### src/rtl/sdhci_pkg.sv
// rtl/sdhci_pkg.sv - SD CMD frame layout, responder FSM states and serial CRC7 step
package sdhci_pkg;

   localparam int FRAME_LEN   = 48;
   localparam int CRC_COVER   = 40;   // frame bits 47..8 feed the CRC
   localparam int POS_TRANS   = 46;
   localparam int POS_IDX_LSB = 40;
   localparam int POS_ARG_LSB = 8;
   localparam int POS_CRC_LSB = 1;
   localparam int POS_END     = 0;
   localparam logic [6:0] CRC7_POLY = 7'h09;

   typedef enum logic [1:0] {ST_IDLE, ST_RX, ST_WAIT, ST_TX} state_t;

   function automatic logic [6:0] crc7_step(input logic [6:0] crc, input logic b);
      logic fb;
      fb = b ^ crc[6];
      return {crc[5:0], 1'b0} ^ (fb ? CRC7_POLY : 7'h00);
   endfunction

endpackage

### src/rtl/sd_crc7.sv
// rtl/sd_crc7.sv - serial CRC7 (x^7+x^3+1) with clear and enable
module sd_crc7
   import sdhci_pkg::*;
(
   input  logic       clk_i,
   input  logic       rst_i,
   input  logic       clr_i,
   input  logic       en_i,
   input  logic       bit_i,
   output logic [6:0] crc_o
);

   always_ff @(posedge clk_i) begin
      if (rst_i || clr_i) begin
         crc_o <= 7'h00;
      end else if (en_i) begin
         crc_o <= crc7_step(crc_o, bit_i);
      end
   end

endmodule

### src/rtl/sd_cmd_responder.sv
// rtl/sd_cmd_responder.sv - card-side SD CMD line: command receive, response transmit
// Optional SD_CMD_RSP_ERR_INJECT_EN adds CRC/end-bit corruption inputs for responses.
module sd_cmd_responder
   import sdhci_pkg::*;
#(
   parameter int NcrMin = 2,
   parameter int NcrMax = 64
) (
   input  logic        clk_i,
   input  logic        rst_i,
   input  logic        sd_clk_en_i,
   input  logic        cmd_i,
   output logic        cmd_o,
   output logic        cmd_en_o,
   output logic        cmd_valid_o,
   output logic [5:0]  cmd_index_o,
   output logic [31:0] cmd_arg_o,
   output logic        cmd_err_o,
   input  logic        rsp_valid_i,
   output logic        rsp_ready_o,
   input  logic [5:0]  rsp_index_i,
   input  logic [31:0] rsp_arg_i,
`ifdef SD_CMD_RSP_ERR_INJECT_EN
   input  logic        inject_crc_err_i,
   input  logic        inject_end_err_i,
`endif
   output logic        rsp_timeout_o,
   output logic        busy_o
);

   localparam int GapW = $clog2(NcrMax + 1);
   localparam logic [5:0] LastBit = 6'(FRAME_LEN - 1);
   localparam logic [5:0] CrcBits = 6'(CRC_COVER);
   localparam logic [GapW-1:0] GapMin = GapW'(NcrMin);
   localparam logic [GapW-1:0] GapMax = GapW'(NcrMax);

   state_t          state;
   logic [5:0]      bit_cnt;
   logic [45:0]     rx_sr;
   logic [46:0]     rx_frame;
   logic [GapW-1:0] gap;
   logic [GapW-1:0] gap_now;
   logic [39:0]     tx_sr;
   logic [39:0]     tx_src;
   logic            have_rsp, inj_crc, inj_end, inj_crc_in, inj_end_in;
   logic            tick, handshake, frame_ok;
   logic            rx_crc_clr, rx_crc_en, tx_crc_clr, tx_crc_en;
   logic [6:0]      rx_crc, tx_crc;

   assign tick      = sd_clk_en_i;
   assign handshake = rsp_valid_i & rsp_ready_o;
   assign gap_now   = gap + GapW'(1);
   assign rx_frame  = {rx_sr, cmd_i};
   assign frame_ok  = rx_frame[POS_TRANS] & rx_frame[POS_END]
                    & (rx_frame[POS_CRC_LSB +: 7] == rx_crc);
   // a response handed over on the very tick TX starts must be shifted out directly
   assign tx_src    = handshake ? {2'b00, rsp_index_i, rsp_arg_i} : tx_sr;

`ifdef SD_CMD_RSP_ERR_INJECT_EN
   assign inj_crc_in = inject_crc_err_i;
   assign inj_end_in = inject_end_err_i;
`else
   assign inj_crc_in = 1'b0;
   assign inj_end_in = 1'b0;
`endif

   assign rx_crc_clr = (state != ST_RX);
   assign rx_crc_en  = tick && (state == ST_RX) && (bit_cnt < CrcBits);
   assign tx_crc_clr = (state != ST_TX);
   assign tx_crc_en  = tick && (state == ST_TX) && (bit_cnt < CrcBits);

   sd_crc7 u_rx_crc (
      .clk_i (clk_i),
      .rst_i (rst_i),
      .clr_i (rx_crc_clr),
      .en_i  (rx_crc_en),
      .bit_i (cmd_i),
      .crc_o (rx_crc)
   );

   sd_crc7 u_tx_crc (
      .clk_i (clk_i),
      .rst_i (rst_i),
      .clr_i (tx_crc_clr),
      .en_i  (tx_crc_en),
      .bit_i (tx_sr[CRC_COVER-1]),
      .crc_o (tx_crc)
   );

   always_ff @(posedge clk_i) begin
      if (rst_i) begin
         state         <= ST_IDLE;
         bit_cnt       <= 6'd0;
         rx_sr         <= '0;
         gap           <= '0;
         tx_sr         <= '0;
         have_rsp      <= 1'b0;
         inj_crc       <= 1'b0;
         inj_end       <= 1'b0;
         cmd_o         <= 1'b1;
         cmd_en_o      <= 1'b0;
         cmd_valid_o   <= 1'b0;
         cmd_err_o     <= 1'b0;
         cmd_index_o   <= 6'd0;
         cmd_arg_o     <= 32'd0;
         rsp_ready_o   <= 1'b0;
         rsp_timeout_o <= 1'b0;
         busy_o        <= 1'b0;
      end else begin
         cmd_valid_o   <= 1'b0;
         cmd_err_o     <= 1'b0;
         rsp_timeout_o <= 1'b0;

         if (handshake) begin
            tx_sr       <= tx_src;
            have_rsp    <= 1'b1;
            rsp_ready_o <= 1'b0;
            inj_crc     <= inj_crc_in;
            inj_end     <= inj_end_in;
         end

         case (state)
            ST_IDLE: begin
               if (tick && !cmd_i) begin
                  state   <= ST_RX;
                  bit_cnt <= 6'd1;
                  busy_o  <= 1'b1;
               end
            end
            ST_RX: begin
               if (tick) begin
                  if (bit_cnt == LastBit) begin
                     if (frame_ok) begin
                        cmd_valid_o <= 1'b1;
                        cmd_index_o <= rx_frame[POS_IDX_LSB +: 6];
                        cmd_arg_o   <= rx_frame[POS_ARG_LSB +: 32];
                        state       <= ST_WAIT;
                        gap         <= '0;
                        have_rsp    <= 1'b0;
                        rsp_ready_o <= 1'b1;
                     end else begin
                        cmd_err_o <= 1'b1;
                        state     <= ST_IDLE;
                        busy_o    <= 1'b0;
                     end
                  end else begin
                     rx_sr   <= {rx_sr[44:0], cmd_i};
                     bit_cnt <= bit_cnt + 6'd1;
                  end
               end
            end
            ST_WAIT: begin
               if (tick) begin
                  if (!cmd_i) begin
                     // host started a new command: drop whatever was pending
                     state       <= ST_RX;
                     bit_cnt     <= 6'd1;
                     have_rsp    <= 1'b0;
                     rsp_ready_o <= 1'b0;
                  end else if ((have_rsp || handshake) && gap_now >= GapMin) begin
                     state       <= ST_TX;
                     cmd_en_o    <= 1'b1;
                     cmd_o       <= 1'b0;
                     bit_cnt     <= 6'd1;
                     tx_sr       <= tx_src << 1;
                     rsp_ready_o <= 1'b0;
                  end else if (gap_now == GapMax && !have_rsp && !handshake) begin
                     rsp_timeout_o <= 1'b1;
                     rsp_ready_o   <= 1'b0;
                     state         <= ST_IDLE;
                     busy_o        <= 1'b0;
                  end else begin
                     gap <= gap_now;
                  end
               end
            end
            ST_TX: begin
               if (tick) begin
                  if (bit_cnt < CrcBits) begin
                     cmd_o <= tx_sr[CRC_COVER-1];
                     tx_sr <= tx_sr << 1;
                  end else if (bit_cnt < LastBit) begin
                     cmd_o <= tx_crc[3'(6'd46 - bit_cnt)] ^ inj_crc;
                  end else if (bit_cnt == LastBit) begin
                     cmd_o <= ~inj_end;
                  end else begin
                     cmd_o    <= 1'b1;
                     cmd_en_o <= 1'b0;
                     have_rsp <= 1'b0;
                     state    <= ST_IDLE;
                     busy_o   <= 1'b0;
                  end
                  bit_cnt <= bit_cnt + 6'd1;
               end
            end
            default: state <= ST_IDLE;
         endcase
      end
   end

endmodule
### config.mk
export PLATFORM = sky130hd
export DESIGN_NAME = sd_cmd_responder
export DESIGN_NICKNAME = d
export VERILOG_FILES = /design/src/rtl/sdhci_pkg.sv /design/src/rtl/sd_crc7.sv /design/src/rtl/sd_cmd_responder.sv
export SDC_FILE = /design/constraint.sdc
export NUM_CORES = 1
export LEC_CHECK = 0
export CAP_MARGIN = 20
export CORE_MARGIN = 3
export CORE_UTILIZATION = 45
export CTS_BUF_LIST = sky130_fd_sc_hd__clkbuf_4
export CTS_CLUSTER_DIAMETER = 80
export CTS_CLUSTER_SIZE = 24
export DETAILED_ROUTE_END_ITERATION = 10
export GPL_ROUTABILITY_DRIVEN = 0
export MAX_ROUTING_LAYER = met4
export PLACE_DENSITY = 0.66
export SLEW_MARGIN = 20
export SYNTH_ARGS = -nofsm -noshare
export SYNTH_HDL_FRONTEND = slang
export SYNTH_HIERARCHICAL = 1
export SYNTH_SLANG_ARGS = --single-unit
### constraint.sdc
create_clock -name clk_i -period 4.2 [get_ports clk_i]
set_clock_uncertainty 0.05 [all_clocks]
set_input_delay 1.26 -clock clk_i [delete_from_list [all_inputs] [get_ports clk_i]]
set_output_delay 1.26 -clock clk_i [all_outputs]
set_load 0.01 [all_outputs]
# Yosys cells after proc, flatten, opt, wreduce, memory -nomap -nowiden
# Cells that the tools add are included.
# W data, S select, Z words.
# word_totals
register_bits	161
latchBits	0
ramBits	0
romBits	0
input_bits	43
word_cells	177
n_memories	0
# op_classes
n_addsub	3
mul	0
div_mod_pow	0
n_lt_le_gt_ge	4
eq_ne	26
shift	0
muxes	88
bitwise_logic	12
reduce_logical	27
# ops
op	n
$mux W40	7
$pmux W40 S2	1
$mux W7	7
$mux W1	43
$mux W6	7
$ne A2 B2 Y1 const B	16
$mux W2	12
$pmux W6 S4	1
$reduce_and A8 Y1	2
$pmux W7 S2	1
$xor A7 B7 Y7	2
$lt A6 B6 Y1 const B	2
$reduce_and A12 Y1	1
$reduce_and A9 Y1	1
$logic_and A1 B1 Y1	8
$mux W4	2
$pmux W2 S4	1
$add A7 B1 Y7 const B	1
$eq A7 B7 Y1	1
$eq A7 B7 Y1 const B	1
$ge A7 B2 Y1 const B	1
$add A6 B1 Y6 const B	1
$eq A6 B6 Y1 const B	1
$pmux W1 S2	3
other kinds (23)	37

# Longest topological paths before layout
# depth
ltp_word	9
depth_mapped	10
depth_no_buf	9

# Cells and area by module
# Netlist, hierarchy kept.
# by_module_without_submodules
mod	instances	cells_each	area_each_um2	seq_area_each_um2
sd_cmd_responder	1	869	6942.9	2942.8
sd_crc7	2	28	276.5	140.1

# Worst setup path after synthesis
# No wires, ideal clock.
# synth_timing
path_kind	input to register
startpoint	input port cmd_i
endpoint	register cmd_arg_o[10]
setup_time_ns	0.071
arrival_time_ns	3.040
required_time_ns	4.079
slack_ns	1.039
cell_stages	10
path_cell_list	buf_2 > nand2_1 > or4_1 > nor4_1 > nand2_1 > nor2_1 > buf_2 > buf_2 > nand2_1 > a21oi_1
# synth_via
elab_chain_cells	3
# synth_rtl
item	line	text
start, declared	sd_cmd_responder.sv:12	input logic cmd_i,
$and A1 B1 Y1	sd_cmd_responder.sv:54	assign frame_ok = rx_frame[POS_TRANS] & rx_frame[POS_END]
$and A1 B1 Y1	sd_cmd_responder.sv:55	& (rx_frame[POS_CRC_LSB +: 7] == rx_crc);
$reduce_and A4 Y1 (no line)	-	
end signal, assigned	sd_cmd_responder.sv:136	cmd_arg_o <= rx_frame[POS_ARG_LSB +: 32];
end, declared	sd_cmd_responder.sv:17	output logic [31:0] cmd_arg_o,
# No other way between the ends.
# A chain may end at the register's enable or synchronous reset.

# Worst setup path in the final report
# layout_timing
startpoint	register gap[0]
endpoint	register tx_sr[3]
# layout_via
elab_chain_cells	7
# layout_rtl
item	line	text
start, declared	sd_cmd_responder.sv:41	logic [GapW-1:0] gap;
start signal, assigned	sd_cmd_responder.sv:173	gap <= gap_now;
$add A7 B1 Y7	sd_cmd_responder.sv:52	assign gap_now = gap + GapW'(1);
$ge A7 B2 Y1	sd_cmd_responder.sv:160	end else if ((have_rsp || handshake) && gap_now >= GapMin) begin
$logic_and A1 B1 Y1	sd_cmd_responder.sv:160	
$mux W40	sd_cmd_responder.sv:160	
$mux W40	sd_cmd_responder.sv:154	if (!cmd_i) begin
$mux W40	sd_cmd_responder.sv:153	if (tick) begin
$pmux W40 S2	sd_cmd_responder.sv:122	case (state)
end signal, assigned	sd_cmd_responder.sv:115	tx_sr <= tx_src;
end signal, assigned	sd_cmd_responder.sv:165	tx_sr <= tx_src << 1;
end signal, assigned	sd_cmd_responder.sv:181	tx_sr <= tx_sr << 1;
end, declared	sd_cmd_responder.sv:43	logic [39:0] tx_sr;
# No other way between the ends.

==> impl_table.tex <==
\begin{tabular}{lr}
\hline
Metric & Value \\
\hline
\multicolumn{2}{l}{\textbf{Floorplan}} \\
I/O pin cnt & between 80 and 90 \\
DIE HEIGHT & about 140 microns \\
Area inside the core boundary & roughly 0.016 sq mm \\
Standard-cell row count & 46 \\
Die width & roughly 140 microns \\
Starting density of the core & about 47\% \\
Die area & 0.01824 sq mm \\
\multicolumn{2}{l}{\textbf{Power and ir drop}} \\
Max VDD drop & between 0.0002 and 0.00025 V \\
Reported leakage power & between 3 and 4 nW \\
Power density cells & between 300 and 400 mW/mm\^{}2 \\
\multicolumn{2}{l}{\textbf{Logic synthesis}} \\
Share of the synthesized area in the top cell type & 43.00\% \\
Fraction of the mapped netlist area in compound gates & between 20\% and 30\% \\
Portion of the post-synthesis area used by sequential elements & 43.00\% \\
Mapped Nets & between 900 and 1000 \\
Register bit count reported by yosys & approximately 160 \\
Post-Synth Adder-Cell Area & 1.502\% \\
Cell types with the largest area share after synthesis & sky130\_fd\_sc\_hd\_\_dfxtp\_1, sky130\_fd\_sc\_hd\_\_nand2\_1, sky130\_fd\_sc\_hd\_\_a21oi\_1 \\
Most instantiated flip-flop cell in the synthesis netlist & sky130\_fd\_sc\_hd\_\_dfxtp\_1 \\
Most area-hungry cell type in the Yosys netlist & sky130\_fd\_sc\_hd\_\_dfxtp\_1 \\
Mux contribution to synthesized area & approximately an eighth \\
Number of synthesized flops with an enable pin & 0 \\
Synth Instances & 925 \\
Post-synth design cell area & about 0.0075 sq mm \\
Post-synth ARST share & 0\% \\
Number of warnings printed during yosys synthesis & 6 \\
XOR/XNOR share of the synthesized area & under 10\% \\
Synthesized area per cell & 8.104 sq um \\
Synth unique cells & between 50 and 60 \\
Area share of and/or/nand/nor cells after synthesis & roughly 18\% \\
Largest family of logic cells by synthesized area & compound AO/OA/AOI/OAI gates \\
\multicolumn{2}{l}{\textbf{Placement}} \\
Dpl hpwl & around 11 mm \\
Count of input and output buffers & 87 \\
\multicolumn{2}{l}{\textbf{CTS}} \\
Maximum buffer depth of the clock tree & 2 \\
Clock tree from TritonCTS & built \\
Clock sinks & about 160 \\
Hold buffers post-CTS & 0 \\
CTS resizes & 0 \\
Clock insertion delay at the later pin of the skew report & about 0.56 ns \\
Setup Buffers After CTS & 0 \\
Clock transition at path regs & about 0.13 ns \\
H-tree Lvls & 4 \\
Number of CTS-inserted buffers & 17 \\
Cell at the root of the clock tree & sky130\_fd\_sc\_hd\_\_clkbuf\_4 \\
\multicolumn{2}{l}{\textbf{Layout}} \\
Core Util, Final & a little over half \\
Post-layout net count & around 1000 \\
Count of fill cells added during filler insertion & between 1500 and 2000 \\
Share of final-layout standard cells stronger than drive strength 1 & between 9 and 10\% \\
Area growth from synthesis to final layout & 17.36\% \\
\multicolumn{2}{l}{\textbf{STA}} \\
Hold Vio Cnt, Final & 0 \\
Transition time at the pin with the least slew margin & roughly 0.93 ns \\
Hold slack final & 0.4075 ns \\
Aggregate negative setup slack & 0 ns \\
Final Cycle Share & about three quarters \\
Count of endpoints failing setup in the final report & 0 \\
Max Slew Vio Count & 0 \\
RSZ-0062 raised after global routing & false \\
Headroom to the max-slew limit & between 30 and 40\% \\
Post-layout min period & 3.224 ns \\
Max Clock Freq & slightly above 300 MHz \\
\multicolumn{2}{l}{\textbf{Route}} \\
DRC violation count after routing & 0 \\
Antenna violation net count after detailed routing & 0 \\
Met3 wire length & roughly 720 microns \\
Routed length on met2 & a little under 8 mm \\
Number of detailed-route iterations in the first pass & 5 \\
Routed wire per std cell & about 14 microns \\
Total detailed-routing wirelength & roughly 17 mm \\
Routed metal-1 wirelength & about 8.7 mm \\
Uppermost layer routed & met4 \\
Vias after detailed routing & 6585 \\
Vias per Instance & about 5.5 \\
First-iteration detailed-routing DRC count & about 450 \\
\multicolumn{2}{l}{\textbf{GRT}} \\
Wire length of the first global-routing pass & around 29 mm \\
Number of global-route vias before repair & roughly 6000 \\
Global route overflow & 0 \\
Largest net degree at the start of global routing & around 70 \\
Initial antenna violation count & 1 \\
Tot GR Track Use & about a fifth \\
\multicolumn{2}{l}{\textbf{Worst setup path}} \\
Arr. time, crit path & $\sim$3.7 ns \\
Critical Path Start & gap[0] \\
Crit-path cells & ha\_1 > nand3\_1 > o21ai\_0 > nand4b\_1 > o21ai\_4 > buf\_4 > mux2\_2 > o22ai\_1 \\
Longest individual stage delay on the worst path & about 0.79 ns \\
Cell family contributing the most delay on the critical path & compound AO/OA/AOI/OAI gates \\
Max stage delay cell, worst path & sky130\_fd\_sc\_hd\_\_o21ai\_4 \\
CP Data Required Time & between 4 and 5 ns \\
Critical path buffer and inverter count & 1 \\
Worst Setup Path Type & reg -> reg \\
Launching element type of the critical path & register \\
Beginning of the worst register-to-register path & gap[0] \\
Critical-path maximum fanout & 31 \\
Setup crit end kind & register \\
\multicolumn{2}{l}{\textbf{Outcome}} \\
Status & finished clean \\
\multicolumn{2}{l}{\textbf{Hold path}} \\
Type of the tightest min-delay check & reg -> reg \\
Worst hold start & cmd\_arg\_o[28] \\
\multicolumn{2}{l}{\textbf{Job}} \\
Max-cap violations & 0 \\
\hline
\end{tabular}
[flip-flops by register name, indices dropped and copies added, names as in the netlist]
name,flops
state,2
u_tx_crc/crc_o,7
gap,7
rsp_ready_o,1
busy_o,1
cmd_arg_o,32
cmd_valid_o,1
u_rx_crc/crc_o,7
cmd_index_o,6
cmd_en_o,1
bit_cnt,6
tx_sr,40
rsp_timeout_o,1
cmd_err_o,1
rx_sr,46
have_rsp,1
cmd_o,1
[cell usage in the layout (no fill, tap or decap), types with 15 or more instances in the layout]
cell type,n
sky130_fd_sc_hd__a21oi_1,112
sky130_fd_sc_hd__buf_4,15
sky130_fd_sc_hd__clkbuf_4,21
sky130_fd_sc_hd__clkdlybuf4s50_1,86
sky130_fd_sc_hd__dfxtp_1,161
sky130_fd_sc_hd__mux2_2,35
sky130_fd_sc_hd__mux2i_1,47
sky130_fd_sc_hd__nand2_1,197
sky130_fd_sc_hd__nor2_1,38
sky130_fd_sc_hd__o21ai_0,85
sky130_fd_sc_hd__o22ai_1,41
[worst min-delay path: cells and delay by family (launching register included)]
family / cells / cell delay (ns)
flip-flops: 1 / 0.33
AND/OR/NAND/NOR: 1 / 0.05
AO/OA/AOI/OAI: 1 / 0.05
[power breakdown]
group	switching [mW]	internal [mW]	leakage (nW)	total (mW)
Clock	0.558	0.387	0.159	0.946
Sequential	0.00607	1.53	1.30	1.54
Combinational	0.104	0.0692	1.61	0.173
[metal layers]
metal | vias to the layer above | track usage [%]
li1 | 3360 | -
met1 | 3079 | 28.10
met2 | 131 | 28.85
met3 | 15 | 4.136
met4 | 0 | 5.655
met5 | - | -
[stage by stage]
step | std cells | setup slack, ns | area [sq um] | total power, mW
floorplan | 925 | 1.039 | 7496 | 1.670
CTS | 1206 | 0.9627 | 8791 | 2.685
global route | 1207 | 0.6263 | 8797 | 2.770
detailed placement | 1174 | 0.5219 | 8503 | 1.746
global placement | 1174 | 0.5442 | 8503 | 1.747
finish | 1207 | 0.9763 | 8797 | 2.657
[cells in the mapped netlist (6+ instances only)]
cell and instances:
sky130_fd_sc_hd__nand4_1 7, sky130_fd_sc_hd__o21ai_0 85, sky130_fd_sc_hd__a21oi_1 112, sky130_fd_sc_hd__dfxtp_1 161, sky130_fd_sc_hd__nor3_1 10, sky130_fd_sc_hd__nand3_1 12, sky130_fd_sc_hd__nand2_1 198, sky130_fd_sc_hd__a31oi_1 6
sky130_fd_sc_hd__inv_1 11, sky130_fd_sc_hd__buf_1 6, sky130_fd_sc_hd__ha_1 9, sky130_fd_sc_hd__buf_2 10, sky130_fd_sc_hd__o22ai_1 41, sky130_fd_sc_hd__mux2_2 35, sky130_fd_sc_hd__nor2_1 40, sky130_fd_sc_hd__mux2i_1 47
sky130_fd_sc_hd__clkbuf_1 53
[final cells by class]
| cell class | count | area (sq um) | share of cell area [%] |
|---|---|---|---|
| Timing Repair Buffer | 102 | 993.5 | 11.29 |
| Clock buffer | 21 | 157.7 | 1.792 |
| Sequential cell | 161 | 3223 | 36.64 |
| Clock inverter | 11 | 130.1 | 1.479 |
| Multi-Input combinational cell | 684 | 3979 | 45.23 |
| Inverter | 11 | 41.29 | 0.4693 |
| Antenna cell | 1 | 2.502 | 0.02845 |
| Tap cell | 216 | 270.3 | 3.072 |
[kinds of logic after synthesis]
kind of cell | Yosys count
AND/OR/NAND/NOR | 308
AO/OA/AOI/OAI | 274
flip-flops | 161
multiplexers | 83
buffers and inverters | 80
XOR/XNOR | 10
adder cells (fa/ha/maj) | 9
[path summary, 6_finish.rpt]
kind	slack [ns]	endpoint	cells after the start
setup reg to reg	0.98	tx_sr[3]	8
hold reg to reg	0.41	cmd_arg_o[28]	2
hold / removal	0.41	cmd_arg_o[28]	2
setup / recovery	0.98	tx_sr[3]	8
Note: power is estimated with default switching activity, not from simulation.
==> RTL edit 1, RTL diff (same settings) <==
Change the parameter `NcrMax` from 64 to 128.
--- a/src/rtl/sd_cmd_responder.sv
+++ b/src/rtl/sd_cmd_responder.sv
@@ -6,3 +6,3 @@
    parameter int NcrMin = 2,
-   parameter int NcrMax = 64
+   parameter int NcrMax = 128
 ) (
Check against the original RTL: no difference found for any inputs over 4 cycles, from zero or initial values and one cycle with rst_i high; that may be too few to reach the edited logic, so the function may still have changed.
==> RTL edit 1 against the unedited design <==
Routed wire length rose by 2.2%; sequential cell count rose by 1; count of clock-buffer cells in the layout fell by 4; worst setup slack improved by 0.061 ns; cell area rose by 0.85%; die area rose by 0.81%; power rose by 2.1%; synthesized area rose by 0.85%; largest cell class unchanged.
==> RTL edit 1: results (changes against the unedited design) <==
Final Hold Viols=0 (unchanged); Detailed Place HPWL=11200 um (+1.5%); vias in the first global route=6222 (+2.9%); Iter 0 DRT Violations=379 (-17%); Routed WL per cell=14.0 um (-2.9%); via count=6808 (+3.4%); Mapped Nets=1040 (+6.4%); Leak=3.19 nW (+3.9%); initial antenna violation count=0 (-1); CP arrival=3.61 ns (-0.04 ns); Top FF cell, synth=dfxtp_1; Worst-Margin Slew=0.754 ns (-0.175 ns); hold wc startpoint=cmd_index_o[3]; Critical Path Sink=gap[3]; PortBufs=87 (unchanged); Synth area leaders=dfxtp_1 43%, nand2_1 13%, a21oi_1 9.1%; # Post-CTS Setup Buffers=0 (unchanged); top cells by count, synth=253 x nand2_1, 162 x dfxtp_1, 137 x a21oi_1; CP startpoint=cmd_i; post-cts resize count=0 (unchanged); Global Route Usage Sum=0.202 (+0.00385); CP max FO=7 (-77%); Worst R2R Start=state[0]; H-tree depth=4 (unchanged); share of cells above drive strength 1=0.0693 (-0.0237); status=finished clean; 1st-pass router iterations=5 (unchanged); Layout Nets=1093 (+6.2%); Worst Reg-to-Reg Cells=10 (+2); worst r2r dst=bit_cnt[3]; Clock transition at path regs=0.16 ns (+0.03 ns); Synth warnings=6 (unchanged); Hold WC Path Type=reg -> reg; R2R setup slack=1.28 ns (+0.30 ns); Min-Delay Endpoint=cmd_index_o[3]; Clk Latency, worst-skew pair=0.58 ns (+0.02 ns); ant diodes=0 (-1); Synth cell types=64 (+21%); global-route wire length before repair=30100 um (+2.1%); Max VDD drop=0.191 mV (-5.1%); Seq/Total Area, Yosys=0.429 (-0.000981); largest net degree at the start of global routing=63 (-13%)
## RTL edit 1: worst max-delay path, stage by stage
cell and delay (ns):
clkdlybuf4s50_1 0.50, nand2_1 0.06, nor4_1 0.31, a41o_1 0.38, and2_0 0.20, or4b_1 0.62
o31ai_1 0.28
## RTL edit 1: metal layers
metal,vias to the layer above,part of all wire,GRT usage
met5,-,0,-
met4,0,0.013,0.0582
li1,3498,-,-
met2,133,0.46,0.310
met3,26,0.037,0.0386
met1,3151,0.49,0.275
## RTL edit 1: per-stage QoR
| step | instance area [um^2] | setup WS [ns] | total power, mW | instances | hold slack [ns] |
|---|---|---|---|---|---|
| 5_1_grt | 8870 | 0.911 | 2.83 | 1270 | 0.433 |
| 3_5_place_dp | 8570 | 0.409 | 1.76 | 1238 | 0.396 |
| 2_1_floorplan | 7560 | 1.17 | 1.68 | 988 | 0.386 |
| 3_3_place_gp | 8570 | 0.482 | 1.76 | 1238 | 0.393 |
| 4_1_cts | 8870 | 1.06 | 2.75 | 1270 | 0.417 |
| 6_report | 8870 | 1.04 | 2.71 | 1270 | 0.413 |
## RTL edit 1: kinds of logic after synthesis
family	synth area share
and+or+nand+nor	0.243
AOI/OAI and AO/OA	0.186
DFF	0.429
buffers and inverters	0.0425
muxes	0.0715
xor gates and xnor gates	0.0127
adders and majority gates	0.0149
## RTL edit 1: cell type report
type	count	area (um^2)
Sequential cell	162	3240
Multi-Input combinational cell	747	4030
Fill cell	1567	7300
Clock inverter	15	179
Timing Repair Buffer	103	988
Tap cell	216	270
Inverter	10	37.5
Clock buffer	17	128
## RTL edit 1: power by group
group | total (mW) | internal [mW] | switching [mW]
logic | 0.182 | 0.0741 | 0.108
registers | 1.55 | 1.54 | 0.00612
clock network | 0.982 | 0.332 | 0.649
total | 2.71 | 1.95 | 0.764
==> RTL edit 2, RTL diff (same settings) <==
Without the edit above. One comparison of `bit_cnt` changes from == to >=.
--- a/src/rtl/sd_cmd_responder.sv
+++ b/src/rtl/sd_cmd_responder.sv
@@ -131,3 +131,3 @@
                if (tick) begin
-                  if (bit_cnt == LastBit) begin
+                  if (bit_cnt >= LastBit) begin
                      if (frame_ok) begin
Behaviour: no difference found for any inputs over 4 cycles, from zero or initial values and one cycle with rst_i high; that may be too few to reach the edited logic, so the function may still have changed.
==> RTL edit 2 against the unedited design <==
Worst setup slack better by 0.21 ns; synthesized cell count down 0.11%; synthesized area grew 2.1%; sequential cell count is the same; cell area grew 2.2%; routed wire length grew 1.0%; die area rose by 2.0%; core utilization down 0.54 points; count of clock-buffer cells in the layout down 4; global-route usage is 0.18 points lower; critical path type is now in -> reg; largest cell class unchanged.
Power is not compared: it rests on default switching activity, and its combinational part moved more than twofold at a synthesized area within 25%.
==> RTL edit 2: results (changes against the unedited design) <==
final design utilization=0.540 (-0.00540); Clock transition at path regs=0.17 ns (+0.04 ns); post-synthesis mux area share=0.0811 (-0.0372); via count=6798 (+3.2%); routed wl met2=8220 um (+5.4%); vias per cell=5.63 (+3.1%); Clk Latency, worst-skew pair=0.59 ns (+0.03 ns); fill cell count=1563 (+1.0%); dpl ws=0.601 ns (+0.0792 ns); Routed WL per cell=14.5 um (+0.92%); Synth Area in XOR/XNOR=0.0114 (-0.000239); inverters=15 (+4); Syn Inst Count=924 (-0.11%); Synth area leaders=dfxtp_1 42%, nand2_1 11%, a21oi_1 6.5%; global-route wire length before repair=29500 um (about the same); clock network area share=0.0352 (+0.00248); Layout non-clock buf frac=0.112 (-0.00109); ant diodes=2 (+1); status=finished clean; top cells by count, synth=228 x nand2_1, 161 x dfxtp_1, 100 x a21oi_1; metal3 WL=756 um (+5.6%); multi-input combinational area share=0.457 (+0.00494); M1 WL=8420 um (-3.0%); P&R area growth vs syn=17.5%; Detailed Place HPWL=11400 um (+2.9%); GR Layer Usage met2=0.303 (+0.0145); CP max-delay cell=clkdlybuf4s50_1; Synth cell types=64 (+21%); Max Fclk=332 MHz (+7.0%); share of cells above drive strength 1=0.106 (+0.0136); Global Route Usage Sum=0.197 (-0.00185); Mapped Nets=976 (-0.10%); placed inst area=8670 um^2 (+2.0%); vias in the first global route=6051 (+0.033%)
==> RTL edit 2: cell types whose count changed in the layout (fill, tap and decap cells not counted), moves of 4 or more <==
cell / before / now
o221ai_1: 0 / 38
mux2i_1: 47 / 17
nor3_1: 10 / 5
or4_1: 4 / 0
o21ai_0: 85 / 6
a21oi_1: 112 / 99
clkbuf_4: 21 / 17
o32ai_1: 0 / 7
o22ai_1: 41 / 4
nand2_1: 197 / 227
a22oi_1: 0 / 38
nor2b_1: 3 / 7
nand3_1: 12 / 52
nor2_1: 38 / 26
==> RTL edit 2: worst paths after layout <==
| check | from | endpoint | slack (ns) | cells past startpoint |
|---|---|---|---|---|
| max | sd_clk_en_i | gap[4] | 1.19 | 6 |
| min | rx_sr[38] | rx_sr[39] | 0.41 | 2 |
| max reg2reg | gap[0] | cmd_en_o | 1.23 | 7 |
| min reg2reg | rx_sr[38] | rx_sr[39] | 0.41 | 2 |
